[src/rtl/sd_seq_pkg.sv]
// Shared types and interrupt-status bit positions for the multi-block sequencer.
// The bit positions match the data interrupt layout reported by sd_data_master.
package sd_seq_pkg;

  localparam int INT_DATA_SIZE  = 5;
  localparam int INT_DATA_CC    = 0;
  localparam int INT_DATA_EI    = 1;
  localparam int INT_DATA_CTE   = 2;
  localparam int INT_DATA_CCRCE = 3;
  localparam int INT_DATA_CFE   = 4;

  typedef enum logic [2:0] {
    IDLE   = 3'd0,
    LAUNCH = 3'd1,
    WAIT   = 3'd2,
    ACK    = 3'd3,
    GAP    = 3'd4,
    STOP   = 3'd5,
    DONE   = 3'd6
  } seq_state_t;

  // A block counts as completed only when it finished cleanly.
  function automatic logic blk_ok(input logic [INT_DATA_SIZE-1:0] st);
    return st[INT_DATA_CC] & ~st[INT_DATA_EI];
  endfunction

  function automatic logic blk_err(input logic [INT_DATA_SIZE-1:0] st);
    return st[INT_DATA_EI];
  endfunction

endpackage

[src/rtl/sd_block_sequencer_gap_counter.sv]
// Loadable down-counter that times the idle gap between consecutive blocks.
// Holds at zero; zero_o is the terminal flag seen by the sequencer.
module sd_seq_gap_counter #(
  parameter int GAP_W = 8
) (
  input  logic             sd_clk,
  input  logic             rst,
  input  logic             load_i,
  input  logic [GAP_W-1:0] load_val_i,
  input  logic             dec_i,
  output logic             zero_o
);

  logic [GAP_W-1:0] cnt_r;

  // Load takes priority over decrement; decrement stops at zero.
  always_ff @(posedge sd_clk) begin
    if (!rst) begin
      cnt_r <= {GAP_W{1'b0}};
    end else if (load_i) begin
      cnt_r <= load_val_i;
    end else if (dec_i && (cnt_r != {GAP_W{1'b0}})) begin
      cnt_r <= cnt_r - {{(GAP_W-1){1'b0}}, 1'b1};
    end else begin
      cnt_r <= cnt_r;
    end
  end

  assign zero_o = (cnt_r == {GAP_W{1'b0}});

endmodule

[src/rtl/sd_block_sequencer.sv]
// Multi-block transfer sequencer: launches sd_data_master once per block,
// acknowledges each block status, counts good blocks and requests CMD12 when needed.
module sd_block_sequencer
  import sd_seq_pkg::*;
#(
  parameter int BLKCNT_W = 16,
  parameter int GAP_W    = 8
) (
  input  logic                     sd_clk,
  input  logic                     rst,
  input  logic                     go_i,
  input  logic                     dir_tx_i,
  input  logic [BLKCNT_W-1:0]      blk_cnt_i,
  input  logic [GAP_W-1:0]         gap_i,
  input  logic                     abort_i,
  output logic                     start_tx_o,
  output logic                     start_rx_o,
  input  logic [INT_DATA_SIZE-1:0] dm_int_status_i,
  output logic                     dm_int_rst_o,
  output logic                     stop_req_o,
  input  logic                     stop_ack_i,
  output logic                     busy_o,
  output logic                     done_o,
  output logic [BLKCNT_W-1:0]      blks_done_o,
  output logic [INT_DATA_SIZE-1:0] err_status_o,
  output logic                     aborted_o
);

  localparam logic [BLKCNT_W-1:0] BLK_ONE = {{(BLKCNT_W-1){1'b0}}, 1'b1};

  seq_state_t               state_r;
  logic                     dir_r;
  logic [BLKCNT_W-1:0]      blk_cnt_r;
  logic [GAP_W-1:0]         gap_r;
  logic [INT_DATA_SIZE-1:0] status_r;
  logic [BLKCNT_W-1:0]      blks_done_r;
  logic [INT_DATA_SIZE-1:0] err_r;
  logic                     aborted_r;
  logic                     busy_r;
  logic                     done_r;
  logic                     start_tx_r;
  logic                     start_rx_r;
  logic                     dm_int_rst_r;
  logic                     stop_req_r;
  logic [BLKCNT_W-1:0]      blks_next_s;
  logic                     gap_load_s;
  logic                     gap_dec_s;
  logic                     gap_zero_s;
  logic                     status_idle_s;

  assign status_idle_s = (dm_int_status_i == {INT_DATA_SIZE{1'b0}});
  assign gap_load_s    = (state_r == ACK);
  assign gap_dec_s     = (state_r == GAP);

  // Completed-block count as it will be after the current ACK, saturating.
  always_comb begin
    blks_next_s = blks_done_r;
    if (blk_ok(status_r) && (blks_done_r != {BLKCNT_W{1'b1}})) begin
      blks_next_s = blks_done_r + BLK_ONE;
    end else begin
      blks_next_s = blks_done_r;
    end
  end

  sd_seq_gap_counter #(.GAP_W(GAP_W)) u_gap (
    .sd_clk     (sd_clk),
    .rst        (rst),
    .load_i     (gap_load_s),
    .load_val_i (gap_r - {{(GAP_W-1){1'b0}}, 1'b1}),
    .dec_i      (gap_dec_s),
    .zero_o     (gap_zero_s)
  );

  // Sequencer FSM; every output is a register updated on the transition edge.
  always_ff @(posedge sd_clk) begin
    if (!rst) begin
      state_r      <= IDLE;
      dir_r        <= 1'b0;
      blk_cnt_r    <= {BLKCNT_W{1'b0}};
      gap_r        <= {GAP_W{1'b0}};
      status_r     <= {INT_DATA_SIZE{1'b0}};
      blks_done_r  <= {BLKCNT_W{1'b0}};
      err_r        <= {INT_DATA_SIZE{1'b0}};
      aborted_r    <= 1'b0;
      busy_r       <= 1'b0;
      done_r       <= 1'b0;
      start_tx_r   <= 1'b0;
      start_rx_r   <= 1'b0;
      dm_int_rst_r <= 1'b0;
      stop_req_r   <= 1'b0;
    end else begin
      start_tx_r   <= 1'b0;
      start_rx_r   <= 1'b0;
      dm_int_rst_r <= 1'b0;
      done_r       <= 1'b0;
      case (state_r)
        IDLE: begin
          if (go_i) begin
            if (blk_cnt_i == {BLKCNT_W{1'b0}}) begin
              done_r <= 1'b1;
            end else begin
              dir_r       <= dir_tx_i;
              blk_cnt_r   <= blk_cnt_i;
              gap_r       <= gap_i;
              blks_done_r <= {BLKCNT_W{1'b0}};
              err_r       <= {INT_DATA_SIZE{1'b0}};
              aborted_r   <= 1'b0;
              busy_r      <= 1'b1;
              start_tx_r  <= dir_tx_i;
              start_rx_r  <= ~dir_tx_i;
              state_r     <= LAUNCH;
            end
          end
        end
        LAUNCH: state_r <= WAIT;
        WAIT: begin
          if (abort_i) begin
            // A status landing with the abort is still acknowledged.
            dm_int_rst_r <= ~status_idle_s;
            aborted_r    <= 1'b1;
            stop_req_r   <= 1'b1;
            state_r      <= STOP;
          end else if (!status_idle_s) begin
            status_r     <= dm_int_status_i;
            dm_int_rst_r <= 1'b1;
            state_r      <= ACK;
          end
        end
        ACK: begin
          blks_done_r <= blks_next_s;
          if (blk_err(status_r)) begin
            err_r      <= err_r | status_r;
            stop_req_r <= 1'b1;
            state_r    <= STOP;
          end else if (blks_next_s == blk_cnt_r) begin
            if (blk_cnt_r > BLK_ONE) begin
              stop_req_r <= 1'b1;
              state_r    <= STOP;
            end else begin
              state_r <= DONE;
            end
          end else if (gap_r == {GAP_W{1'b0}}) begin
            start_tx_r <= dir_r;
            start_rx_r <= ~dir_r;
            state_r    <= LAUNCH;
          end else begin
            state_r <= GAP;
          end
        end
        GAP: begin
          if (abort_i) begin
            aborted_r  <= 1'b1;
            stop_req_r <= 1'b1;
            state_r    <= STOP;
          end else if (gap_zero_s && status_idle_s) begin
            start_tx_r <= dir_r;
            start_rx_r <= ~dir_r;
            state_r    <= LAUNCH;
          end
        end
        STOP: begin
          if (stop_ack_i) begin
            stop_req_r <= 1'b0;
            state_r    <= DONE;
          end
        end
        DONE: begin
          done_r  <= 1'b1;
          busy_r  <= 1'b0;
          state_r <= IDLE;
        end
        default: state_r <= IDLE;
      endcase
    end
  end

  assign start_tx_o   = start_tx_r;
  assign start_rx_o   = start_rx_r;
  assign dm_int_rst_o = dm_int_rst_r;
  assign stop_req_o   = stop_req_r;
  assign busy_o       = busy_r;
  assign done_o       = done_r;
  assign blks_done_o  = blks_done_r;
  assign err_status_o = err_r;
  assign aborted_o    = aborted_r;

endmodule
[config.mk]
export PLATFORM = sky130hd
export DESIGN_NAME = sd_block_sequencer
export DESIGN_NICKNAME = d
export VERILOG_FILES = /design/src/rtl/sd_seq_pkg.sv /design/src/rtl/sd_block_sequencer_gap_counter.sv /design/src/rtl/sd_block_sequencer.sv
export SDC_FILE = /design/constraint.sdc
export NUM_CORES = 1
export LEC_CHECK = 0
export BUFFER_PORTS_ARGS = -buffer_cell sky130_fd_sc_hd__clkbuf_2
export CORE_UTILIZATION = 35
export DETAILED_ROUTE_END_ITERATION = 10
export PLACE_DENSITY = 0.64
export SYNTH_ARGS = -nofsm -noshare
export SYNTH_HDL_FRONTEND = slang
export SYNTH_SLANG_ARGS = --single-unit
export TNS_END_PERCENT = 20
[constraint.sdc]
create_clock -name sd_clk -period 3 [get_ports sd_clk]
set_input_delay 0.15 -clock sd_clk [delete_from_list [all_inputs] [get_ports sd_clk]]
set_output_delay 0.15 -clock sd_clk [all_outputs]
set_load 0.03 [all_outputs]
==> metrics.txt <==
Pint 0.00198 W; GP Congestion 0.926; Setup Skew 0.00800 ns; Critical Path Slowest Stage Cell or4_4; Synth area leader dfxtp_1; post-layout min period 2.82 ns; CP peak stage delay 0.59 ns; required time of the critical path 3.21 ns; maxcap violations 0; Tcrit/Tclk final 94.0%; startpoint types register; RSZ-0062 raised after global routing false; Mapped Area 0.00417 mm²; status complete, but fails checks; Layout area overhead 19.8%; crit path cell chain ha_1 > nand3_2 > or4_4 > o211ai_1 > nand4b_1 > or4b_4 > o311ai_2 > a221oi_1; post-DP HPWL 9260 µm; top-count cell post-synth nor2_1; Critical Path Sink start_rx_o; flops & latches, synth 69; drt wl/cell 16.8 µm; routed via count 4222; Worst Path Max Fanout 8; number of antenna-violating nets in the routed design 0; Worst Tran Pin Value 0.601 ns; H-tree Lvls 3; Worst R2R Setup Slack 0.18 ns; Initial DRT Pass Iterations 8; total congestion overflow 0; failing checks DRC; XOR/XNOR Fraction of Synth Area 3.57%; FFs w/ async S/R, synth 0%; Post-synth EDFFs 0; most frequent cells after synthesis nor2_1, dfxtp_1, nand2_1; Setup crit start blks_done_o[1]; antenna violations before repair 0; synth top area cells dfxtp_1, mux2i_1, nor2_1, nand2_1, a21oi_1; Port Buffers 62; Synth Instances 528; 1st-iter DRT viols 285; Root Driver clkbuf_16; setup tns final 0 ns; R2R cell count 8; vias in the first global route 3937; CTS Buffer Depth 2; Max Clk Rate 355 MHz; Routed WL 12300 µm; gr usage total 20.6%; worst hold-check path type primary input to register; endpoints failing setup 0; Post-CTS Resized 0; Ys Warns 0; CTS tree done; Worst EP arrival 3.03 ns; register area share after synthesis 33.1%; Hold Vio Cnt, Final 0; Max transition margin 59.9%; Adder-Cell Fraction of Synth Area 0.600%; largest net degree at the start of global routing 33; switching fraction of total power 30.5%; Post-Place Cells 719; Clk pwr share 40.7%; Final Worst Setup Slack 0.181 ns; Initial Util 36.2%; clock-pin slew on the worst setup and hold paths 0.06 ns; FP Rows 39; crit end category register; worst skew pair latency 0.34 ns; Non-Filler Instances 735; reg-to-reg endpoint start_rx_o; dpl ws 0.196 ns; first-pass GRT wire length 20100 µm; Static Leak 1.93 nW; DP Area 0.00467 mm²; Mapped Avg Cell Area 7.90 µm²; design area 0.00500 mm²; Synthesized Nets 565; Synth Area in Simple Gates 31.9%; Die H 111 µm; number of vias per cell 5.74; Antenna diodes 0; largest family of logic cells by synthesized area simple AND/OR/NAND/NOR gates; dominant synthesized flop cell dfxtp_1; VDD IR max 0.361 mV; Residual DRC 8; Worst R2R Start blks_done_o[1]; cts hold-fix bufs 0; multiplexer share of the synthesized area 7.68%; Core Area 0.0115 mm²; share of cells above drive strength 1 20.4%; IO Count 63; Worst Hold Launch gap_i[7]; Final Slew Violations 0; Final Power 0.00285 W; combinational share of power 21.8%; compound-gate portion of the synthesized area 18.2%; power density over the cells 571 mW/mm²; DIE WIDTH 111 µm; Psw 0.000870 W; CTS Buf Count 9; DIE AREA 0.0124 mm²; nets 624; post-CTS setup buffer count 0; Sequential Power Share 37.5%; Yosys cell types 67; Crit Path Category register to register; top cell type's share of synthesized area 33.1%; clock sink count 69
## metrics by stage
stage / utilization, % / hold WS [ns]
detailed placement: 40.6 / 0.392
global route: 43.4 / 0.0433
global placement: 40.6 / 0.388
floorplan: - / 0.286
CTS: 43.4 / 0.0364
finish: 43.4 / 0.0452
## routing by layer
metal  global-route usage, %  share of wire, %
met1                    28.4                48
met2                    32.3                45
met3                    3.61               5.2
met5                       0                 0
met4                    7.12               1.5
## power by group through the flow
stage / combinational (W) / clock [W] / sequential [W]
global route: 0.000689 / 0.00122 / 0.00108
global placement: 0.000606 / 0 / 0.00108
floorplan: 0.000467 / 0 / 0.00106
finish: 0.000623 / 0.00116 / 0.00107
detailed placement: 0.000618 / 0 / 0.00109
CTS: 0.000620 / 0.00118 / 0.00107
## registers in the layout, summed over array words and instances (netlist names)
signal and cells:
dm_int_rst_o 1, stop_req_o 1, blks_done_o 16, start_rx_o 1, state_r 3, busy_o 1, dir_r 1, aborted_o 1
done_o 1, start_tx_o 1, status_r 5, u_gap.cnt_r 8, err_status_o 5, blk_cnt_r 16, gap_r 8
## how the worst min path moves through the flow
stage,to,depth (start not counted),slack (ns)
finish,gap_r[7],3,0.05
global route,gap_r[7],3,0.04
CTS,gap_r[7],3,0.04
detailed placement,gap_r[7],3,0.39
global placement,gap_r[6],3,0.39
floorplan,status_r[3],2,0.29
## cell type report
class	instances	area (µm²)
clock buffer	10	239
clock inverter	6	86.3
fill	1166	6520
inverter	9	33.8
multi-input combinational	413	2590
sequential	69	1380
tap	143	179
timing repair buffer	85	483
## cells in the final DEF (no fill, tap or decap), drive strengths merged, types with 4 or more instances in the layout
cell type and n:
nor4 13, or3 6, nand3 17, xor2 10, a21oi 23, a31oi 13, nand2b 8, and4 6
nand2 49, or4 8, clkbuf 72, a22oi 4, nor2 75, nor2b 4, a211oi 13, o21ai 22
buf 23, and2 5, or2 5, xnor2 7, inv 8, mux2i 32, dfxtp 69, and3 4
nor3 22, clkinv 4, o211ai 4, nand4 15
## logic make-up after synthesis
group | after synthesis
and+or+nand+nor | 251
AOI/OAI and AO/OA | 111
DFF | 69
buffers and inverters | 46
muxes | 32
xor gates and xnor gates | 17
adders and majority gates | 2
## worst max-delay path, delay by kind of cell (launching register included)
kind / cells / cell delay, ns
flip-flops: 1 / 0.34
AO/OA/AOI/OAI: 3 / 0.58
AND/OR/NAND/NOR: 4 / 1.51
adder cells (fa/ha/maj): 1 / 0.27
Note: power is estimated with default switching activity, not from simulation.
